## src/rtl/simmem_pkg.sv

```systemverilog
// Shared simulated-memory types: AW/W/B payloads and the AW metadata kept by
// the write-response generator.
package simmem_pkg;

  localparam int unsigned IdWidth      = 8;
  localparam int unsigned AddrWidth    = 32;
  localparam int unsigned AxLenWidth   = 8;
  localparam int unsigned AxSizeWidth  = 3;
  localparam int unsigned AxBurstWidth = 2;
  localparam int unsigned DataWidth    = 64;
  localparam int unsigned StrbWidth    = DataWidth / 8;

  localparam logic WRESP_OKAY   = 1'b0;
  localparam logic WRESP_SLVERR = 1'b1;

  typedef struct packed {
    logic [IdWidth-1:0]      id;
    logic [AddrWidth-1:0]    addr;
    logic [AxLenWidth-1:0]   burst_length;
    logic [AxSizeWidth-1:0]  burst_size;
    logic [AxBurstWidth-1:0] burst_type;
  } write_addr_req_t;

  typedef struct packed {
    logic [IdWidth-1:0]   id;
    logic [DataWidth-1:0] data;
    logic [StrbWidth-1:0] strb;
    logic                 last;
  } write_data_req_t;

  typedef struct packed {
    logic [IdWidth-1:0] id;
    logic               rsp;
  } write_resp_t;

  typedef struct packed {
    logic [IdWidth-1:0]    id;
    logic [AxLenWidth-1:0] burst_length;
  } aw_meta_t;

  localparam int unsigned AwMetaWidth = $bits(aw_meta_t);

  // Extract the fields the response path needs from an AW request.
  function automatic aw_meta_t aw_meta_from_req(input write_addr_req_t req);
    aw_meta_t meta;
    meta.id           = req.id;
    meta.burst_length = req.burst_length;
    return meta;
  endfunction

endpackage

```

## src/rtl/simmem_wresp_fifo.sv

```systemverilog
// Generic synchronous FIFO with registered count; head is the oldest entry.
module simmem_wresp_fifo #(
  parameter int unsigned Width = 1,
  parameter int unsigned Depth = 4
) (
  input  logic             clk_i,
  input  logic             rst_i,
  input  logic             push_i,
  input  logic [Width-1:0] data_i,
  input  logic             pop_i,
  output logic             full_o,
  output logic             empty_o,
  output logic [Width-1:0] head_o
);

  localparam int unsigned PtrWidth = $clog2(Depth);
  localparam int unsigned CntWidth = PtrWidth + 1;

  logic [Width-1:0]    mem_q [Depth];
  logic [PtrWidth-1:0] wr_ptr_q, wr_ptr_d;
  logic [PtrWidth-1:0] rd_ptr_q, rd_ptr_d;
  logic [CntWidth-1:0] count_q, count_d;
  logic                push_ok, pop_ok;

  assign full_o  = (count_q == CntWidth'(Depth));
  assign empty_o = (count_q == '0);
  assign head_o  = mem_q[rd_ptr_q];

  assign push_ok = push_i && !full_o;
  assign pop_ok  = pop_i && !empty_o;

  // Pointer and occupancy update; pointers wrap at their natural width.
  always_comb begin
    wr_ptr_d = wr_ptr_q;
    rd_ptr_d = rd_ptr_q;
    count_d  = count_q;
    if (push_ok) wr_ptr_d = wr_ptr_q + PtrWidth'(1);
    if (pop_ok)  rd_ptr_d = rd_ptr_q + PtrWidth'(1);
    if (push_ok && !pop_ok)      count_d = count_q + CntWidth'(1);
    else if (pop_ok && !push_ok) count_d = count_q - CntWidth'(1);
  end

  // Control state register.
  always_ff @(posedge clk_i) begin
    if (rst_i) begin
      wr_ptr_q <= '0;
      rd_ptr_q <= '0;
      count_q  <= '0;
    end else begin
      wr_ptr_q <= wr_ptr_d;
      rd_ptr_q <= rd_ptr_d;
      count_q  <= count_d;
    end
  end

  // Storage; contents are meaningless while the entry is not occupied.
  always_ff @(posedge clk_i) begin
    if (push_ok) mem_q[wr_ptr_q] <= data_i;
  end

endmodule

```

## src/rtl/simmem_wresp_gen.sv

```systemverilog
// Write-response generator: pairs W bursts with queued AW requests in order
// and emits one B response per completed burst through a single output stage.
// Optional burst-length checking is enabled by SIMMEM_WRESP_LEN_CHECK_EN.
module simmem_wresp_gen
  import simmem_pkg::*;
#(
  parameter int unsigned AwFifoDepth = 4
) (
  input  logic                            clk_i,
  input  logic                            rst_i,
  input  logic [$bits(write_addr_req_t)-1:0] waddr_i,
  input  logic                            waddr_valid_i,
  output logic                            waddr_ready_o,
  input  logic [$bits(write_data_req_t)-1:0] wdata_i,
  input  logic                            wdata_valid_i,
  output logic                            wdata_ready_o,
  output logic [$bits(write_resp_t)-1:0]  wresp_o,
  output logic                            wresp_valid_o,
  input  logic                            wresp_ready_i
);

  write_addr_req_t waddr;
  write_data_req_t wdata;
  aw_meta_t        head;
  logic [AwMetaWidth-1:0] head_raw;
  logic            fifo_full, fifo_empty;
  logic            aw_push, w_hs, last_hs;
  logic            resp_code;

  logic [AxLenWidth-1:0] cnt_q, cnt_d;
  write_resp_t           resp_q, resp_d;
  logic                  resp_valid_q, resp_valid_d;

  assign waddr = write_addr_req_t'(waddr_i);
  assign wdata = write_data_req_t'(wdata_i);
  assign head  = aw_meta_t'(head_raw);

  assign waddr_ready_o = !fifo_full;
  assign aw_push       = waddr_valid_i && waddr_ready_o;
  assign wdata_ready_o = !fifo_empty && (!resp_valid_q || wresp_ready_i);
  assign w_hs          = wdata_valid_i && wdata_ready_o;
  assign last_hs       = w_hs && wdata.last;

  assign wresp_o       = resp_q;
  assign wresp_valid_o = resp_valid_q;

  simmem_wresp_fifo #(
    .Width (AwMetaWidth),
    .Depth (AwFifoDepth)
  ) u_aw_fifo (
    .clk_i   (clk_i),
    .rst_i   (rst_i),
    .push_i  (aw_push),
    .data_i  (aw_meta_from_req(waddr)),
    .pop_i   (last_hs),
    .full_o  (fifo_full),
    .empty_o (fifo_empty),
    .head_o  (head_raw)
  );

`ifdef SIMMEM_WRESP_LEN_CHECK_EN
  logic err_q, err_d, len_err;

  // Beat-count mismatch against the head AW length, sticky within a burst.
  always_comb begin
    len_err = 1'b0;
    if (w_hs) begin
      if (wdata.last) len_err = (cnt_q != head.burst_length);
      else            len_err = (cnt_q == head.burst_length);
    end
    err_d = err_q;
    if (last_hs)      err_d = 1'b0;
    else if (len_err) err_d = 1'b1;
    resp_code = (err_q || len_err) ? WRESP_SLVERR : WRESP_OKAY;
  end

  // Error flag register.
  always_ff @(posedge clk_i) begin
    if (rst_i) err_q <= 1'b0;
    else       err_q <= err_d;
  end

  logic unused_fields;
  assign unused_fields = ^{waddr.addr, waddr.burst_size, waddr.burst_type,
                           wdata.id, wdata.data, wdata.strb};
`else
  assign resp_code = WRESP_OKAY;

  logic unused_fields;
  assign unused_fields = ^{waddr.addr, waddr.burst_size, waddr.burst_type,
                           wdata.id, wdata.data, wdata.strb,
                           head.burst_length, cnt_q};
`endif

  // Beat counter and output-stage next state.
  always_comb begin
    cnt_d        = cnt_q;
    resp_d       = resp_q;
    resp_valid_d = resp_valid_q;

    if (last_hs)                          cnt_d = '0;
    else if (w_hs && (cnt_q != '1))       cnt_d = cnt_q + AxLenWidth'(1);

    if (resp_valid_q && wresp_ready_i) begin
      resp_valid_d = 1'b0;
      resp_d       = '0;
    end
    if (last_hs) begin
      resp_valid_d = 1'b1;
      resp_d.id    = head.id;
      resp_d.rsp   = resp_code;
    end
  end

  // Beat counter and response register.
  always_ff @(posedge clk_i) begin
    if (rst_i) begin
      cnt_q        <= '0;
      resp_q       <= '0;
      resp_valid_q <= 1'b0;
    end else begin
      cnt_q        <= cnt_d;
      resp_q       <= resp_d;
      resp_valid_q <= resp_valid_d;
    end
  end

endmodule

```

## config.mk

```make
export PLATFORM = sky130hd
export DESIGN_NAME = simmem_wresp_gen
export DESIGN_NICKNAME = d
export VERILOG_FILES = /design/src/rtl/simmem_pkg.sv /design/src/rtl/simmem_wresp_fifo.sv /design/src/rtl/simmem_wresp_gen.sv
export SDC_FILE = /design/constraint.sdc
export NUM_CORES = 1
export LEC_CHECK = 0
export ABC_AREA = 0
export BUFFER_PORTS_ARGS = -buffer_cell sky130_fd_sc_hd__buf_2
export CAP_MARGIN = 20
export CORE_ASPECT_RATIO = 0.5
export CORE_UTILIZATION = 39
export DETAILED_ROUTE_END_ITERATION = 10
export PLACE_DENSITY = 0.79
export SLEW_MARGIN = 20
export SYNTH_ARGS = -nofsm -noshare
export SYNTH_HDL_FRONTEND = slang
export SYNTH_SLANG_ARGS = --single-unit
```

## constraint.sdc

```tcl
create_clock -name clk_i -period 2.6 [get_ports clk_i]
set_input_delay 0.39 -clock clk_i [delete_from_list [all_inputs] [get_ports clk_i]]
set_output_delay 0.39 -clock clk_i [all_outputs]
set_load 0.05 [all_outputs]
```

# ---- Word-level counts from Yosys, hierarchy flattened
# Memories as Yosys holds them, arrays and structs flattened. A register that Yosys moved wholly into a read port is not among the register bits.
# Cells that the tools add are included.
dict set report op_classes {
  reduce_logical 18
  add_sub_neg 4
  eq_ne 1
  n_mux 10
}
# op n
set ops {}
lappend ops {{$mux 9} 2}
lappend ops {{$logic_and 1x1->1} 9}
lappend ops {{$mux 3} 2}
lappend ops {{$logic_not 1->1} 5}
lappend ops {{$add 2x1->2 const B} 2}
lappend ops {{$mux 1} 4}
lappend ops {{$mux 2} 2}
lappend ops {{$reduce_bool 2->1} 2}
lappend ops {{$add 3x1->3 const B} 1}
lappend ops {{$eq 3x3->1 const B} 1}
lappend ops {{$logic_not 3->1} 1}
lappend ops {{$sub 3x1->3 const B} 1}
lappend ops {{$logic_or 1x1->1} 1}
dict set report word_totals {
  word_cells 39
  mem_count 1
  register_bits 16
  in_bits 139
  ram_bits 64
  output_inout_bits 12
}
# name words word_bits rd rd_clocked_by_memory_dff write_ports line
set mem_list {}
lappend mem_list {u_aw_fifo.mem_q 4 16 1 1 1 simmem_wresp_fifo.sv:19} ;# logic [Width-1:0] mem_q [Depth];

# ---- Logic depth before layout (Yosys ltp)
dict set report depth {
  ltp_word 9
  depth_mapped 9
  mapped_depth_nobuf 8
}

# ---- Modules after synthesis
# A second synthesis with hierarchy kept.
dict set report unflattened {
  cells_unflattened 163
  hier_area_um2 3148.0
}
# mod seq_area_each_um2 area_per_inst_um2 n_inst cells_each
set modules_own_cells {}
lappend modules_own_cells {simmem_wresp_fifo 2102.0 2793.9 1 132}
lappend modules_own_cells {simmem_wresp_gen 180.2 354.1 1 31}

# ---- Worst setup path after synthesis
# No wires, ideal clock.
dict set report synth_path {
  kind {register to register}
  from {register resp_valid_q (netlist: wresp_valid_o)}
  to {register u_aw_fifo.count_q[2]}
  n_path_buf 1
  t_arrival_ns 2.469
  t_required_ns 2.529
  stages_incl_launch_ff 10
  synth_period_minus_slack_ns 2.540
  setup_slack_ns 0.060
  setup_time_ns 0.071
  cell_sequence {dfxtp_1 > nor2b_1 > or3_1 > buf_2 > ha_1 > inv_1 > fa_1 > xor2_1 > or3_1 > a21oi_1}
}
dict set report synth_between {
  elab_chain_len 9
  word_cells_on_any_way 11
  classes_between {mux (1); reduce/logical (10)}
}
# element line
set synth_rtl {}
lappend synth_rtl {{start: declaration} simmem_wresp_gen.sv:32} ;# logic resp_valid_q, resp_valid_d;
lappend synth_rtl {{start signal: assignment} simmem_wresp_gen.sv:124} ;# resp_valid_q <= resp_valid_d;
lappend synth_rtl {{$logic_not 1->1 (*)} simmem_wresp_gen.sv:40} ;# assign wdata_ready_o = !fifo_empty && (!resp_valid_q || wresp_ready_i);
lappend synth_rtl {{$logic_or 1x1->1 (*)} simmem_wresp_gen.sv:40}
lappend synth_rtl {{$logic_and 1x1->1 (*)} simmem_wresp_gen.sv:40}
lappend synth_rtl {{$logic_and 1x1->1 (*)} simmem_wresp_gen.sv:41} ;# assign w_hs = wdata_valid_i && wdata_ready_o;
lappend synth_rtl {{$logic_and 1x1->1 (*)} simmem_wresp_gen.sv:42} ;# assign last_hs = w_hs && wdata.last;
lappend synth_rtl {{$logic_and 1x1->1 (*)} simmem_wresp_fifo.sv:30} ;# assign pop_ok = pop_i && !empty_o;
lappend synth_rtl {{$logic_not 1->1} simmem_wresp_fifo.sv:39} ;# if (push_ok && !pop_ok) count_d = count_q + CntWidth'(1);
lappend synth_rtl {{$logic_and 1x1->1} simmem_wresp_fifo.sv:39}
lappend synth_rtl {{$mux 3 / $reduce_bool 2->1 (equally long branches)} -}
lappend synth_rtl {{end signal: assignment} simmem_wresp_fifo.sv:52} ;# count_q <= count_d;
lappend synth_rtl {{end: declaration} simmem_wresp_fifo.sv:22} ;# logic [CntWidth-1:0] count_q, count_d;
# Mark *: on every way between the ends. The rest lies on a longest branch, timed or not.
# A chain may end at the register's enable or synchronous reset.

# ---- Worst setup path in the final report
dict set report layout_path {
  from {register u_aw_fifo.count_q[0]}
  to {register u_aw_fifo.count_q[2]}
}
dict set report layout_between {
  elab_chain_len 9
  word_cells_on_any_way 19
  classes_between {add/sub (2); eq/ne (1); mux (2); reduce/logical (14)}
}
# element line
set layout_rtl {}
lappend layout_rtl {{$logic_not 3->1} simmem_wresp_fifo.sv:26} ;# assign empty_o = (count_q == '0);
lappend layout_rtl {{$logic_not 1->1} {simmem_wresp_fifo.sv:30, simmem_wresp_gen.sv:40}}
lappend layout_rtl {{$logic_and 1x1->1} simmem_wresp_gen.sv:40}
lappend layout_rtl {{$logic_and 1x1->1} simmem_wresp_gen.sv:41}
lappend layout_rtl {{$logic_and 1x1->1} simmem_wresp_gen.sv:42}
lappend layout_rtl {{$logic_and 1x1->1} simmem_wresp_fifo.sv:30}
lappend layout_rtl {{$logic_not 1->1} simmem_wresp_fifo.sv:39}
lappend layout_rtl {{$logic_and 1x1->1} simmem_wresp_fifo.sv:39}
lappend layout_rtl {{$mux 3 / $reduce_bool 2->1 (equally long branches)} -}
# Parallel ways exist; a longest one is shown, timed or not. The select of a mux whose other input is x is not followed.

==> out/results.ini <==
[detailed_routing]
viasPerCell=5.28
vias=1129
drc=0
dr.pass1.iters=4
routedWlPerCell_um=16.0
ant_nets=0
wirelength_um=3410
detail_route.iter0.violations=59

[timing]
rsz0062_at_grt=no
setup_ws_ns=0.326
setup_viol=0
post-route-period-util=0.874
finalClockSkew_ns=0.0112
slew_viol_final=0
slew_headroom=0.421
fin_crit_ns=2.27
final.setup.tns_ns=0
worstMarginPinSlew_ns=0.861
final-hold-violation-count=0
max_freq_mhz=440

[cts]
cts_root_buf=clkbuf_8
cts_setup_buffers=0
cts.path.max_buffers=2
clk_latency_ns=0.30
cts_max_level=2
cts_resized=0
cts_tree=yes
hold_buffers=0
cts_buffers=5
cts.clk_slew.worst_paths_ns=0.09
clock_sinks=50

[min_path]
holdPathStages=1
hp-start=waddr_i[48]
whs_endpoint=u_aw_fifo.mem_q[3][11]
hp-class=in2reg

[cells_and_area]
layout.area.seq_um2=1320
finish.instance_area_um2=2220
syn2layout_area_growth_pct=14.4
drive_above_1_share=0.297
final_nets=292
n_antenna_cell=0
fillCellCount=397
multi_input_area_um2=578

[yosys]
ys_seq_area_frac=0.680
synth.top_cells.by_area=edfxtp_1 (49%), dfxtp_1 (19%), mux4_2 (9.3%)
ys_types=31
synth_area_per_cell_um2=16.2
syn_nets=265
yosysTopAreaCell=edfxtp_1
synthCells=120
ys.warnings.count=0
syn_area_um2=1940
synth-seq-cells=50
synth_top_area_frac=0.495

[grt]
grt_start_max_net_pins=16
antenna_found_initial=0
grt_pass1_vias=1107
grt_overflow=0
globalRouteTotalUtil=0.146
grt_pass1_wl_um=5430

[placed_design]
dpl_worst_slack_ns=0.281
io_buffers=24
post_dp_cell_area_um2=2130
globalplace.congestion=0.698
hpwl_um=2350

[setup_path]
ff2ff_path_depth=8
crit_required_ns=2.84
r2r-end=u_aw_fifo.count_q[2]
start_kind=register
path_max_fanout=6
r2r_start=u_aw_fifo.count_q[0]
path_class=reg2reg
ff2ff_setup_slack_ns=0.33
cp-end-kind=register
worstPathArrival_ns=2.52

[pwr]
power_density_nw_per_um2=888
p_total_mw=1.97
peakVddDrop_mv=0.290
p_leak_nw=0.810

[die]
die_y_um=51.9
die_area_um2=5290
coreArea_um2=4590
fp.dieW_um=102
rows=17
boundaryPins=151
initial_core_util=0.423

[job]
cap_viol_max_count=0

[outcome]
status=complete, no violations

[state kept, by name, indices dropped and copies added (netlist names), named ones only]
name                cells
u_aw_fifo.mem_q        32
u_aw_fifo.wr_ptr_q      2
u_aw_fifo.rd_ptr_q      2
u_aw_fifo.count_q       3
wresp_o                 8
wresp_valid_o           1
[layout by cell type, fill, tap and decap left out, drive strengths merged]
cell	synthesis	final
and3	4	4
clkinvlp	0	1
nor4	1	1
or4	1	1
clkinv	0	1
nand2b	1	1
dfxtp	18	18
nor4b	1	1
a32o	8	8
nor3	1	1
nor2	5	5
clkbuf	2	6
inv	5	5
mux2	1	1
ha	5	5
nand2	1	1
nand3	2	2
xor2	2	2
edfxtp	32	32
fa	1	1
or3	2	2
nor3b	1	1
conb	1	1
mux2i	1	1
nor2b	2	2
o21ai	3	3
buf	3	25
mux4	8	8
o31ai	1	1
a21oi	7	7
[synthesized netlist by cell type (all sizes together)]
master and count:
edfxtp 32, dfxtp 18, a32o 8, mux4 8, a21oi 7, ha 5, inv 5, nor2 5
and3 4, buf 3, o21ai 3, clkbuf 2, nand3 2, nor2b 2, or3 2, xor2 2
conb 1, fa 1, mux2 1, mux2i 1, nand2 1, nand2b 1, nor3 1, nor3b 1
nor4 1, nor4b 1, o31ai 1, or4 1
[critical path, cell delays in order (launching register included)]
cell and delay [ns]:
dfxtp_1 0.38, nor3_2 0.37, or3_1 0.22, ha_1 0.20, inv_1 0.06, fa_1 0.38
xor2_1 0.16, or3_1 0.30, a21oi_1 0.14
[final cells by class]
cell class,count,area share
Clock buffer,6,0.0371
Tap cell,66,0.0371
Clock inverter,2,0.00563
Multi-Input combinational cell,60,0.260
Sequential cell,50,0.594
Timing Repair Buffer,25,0.0574
Inverter,5,0.00844
[how the worst max path moves through the flow]
stage / start / to / cells after the start
finish: u_aw_fifo.count_q[0] / u_aw_fifo.count_q[2] / 8
global route: u_aw_fifo.count_q[0] / u_aw_fifo.count_q[2] / 8
CTS: u_aw_fifo.count_q[0] / u_aw_fifo.count_q[2] / 8
detailed placement: wresp_ready_i / u_aw_fifo.count_q[2] / 9
global placement: wresp_ready_i / u_aw_fifo.count_q[2] / 9
floorplan: wresp_valid_o / u_aw_fifo.count_q[2] / 9
[per-stage QoR]
stage          cells  utilization  hold WS (ns)
3_3_place_gp     206        0.463         0.477
4_1_cts          214        0.484         0.289
5_1_grt          214        0.484         0.287
6_report         214        0.484         0.294
2_1_floorplan    120            -         0.471
3_5_place_dp     206        0.463         0.481
[metal layers]
layer / up-vias / wire length, um / GRT usage / part of all wire
li1: 519 / - / - / -
met1: 576 / 1480 / 0.181 / 0.43
met2: 27 / 1690 / 0.250 / 0.50
met3: 7 / 192 / 0.0363 / 0.056
met4: 0 / 49 / 0.0571 / 0.014
met5: - / 0 / 0 / 0
[cells by family after synthesis]
kind of cell	synth area share
compound gates	0.0708
xor+xnor	0.00902
fa+ha+maj	0.0425
buf+inv	0.0225
flops	0.680
mux	0.104
other cells	0.00193
simple gates	0.0695
[power by group]
part | internal [mW] | switching [mW]
clock network | 0.214 | 0.253
registers | 0.950 | 0.0720
logic | 0.177 | 0.308
Power figures use the tool's default switching activity.
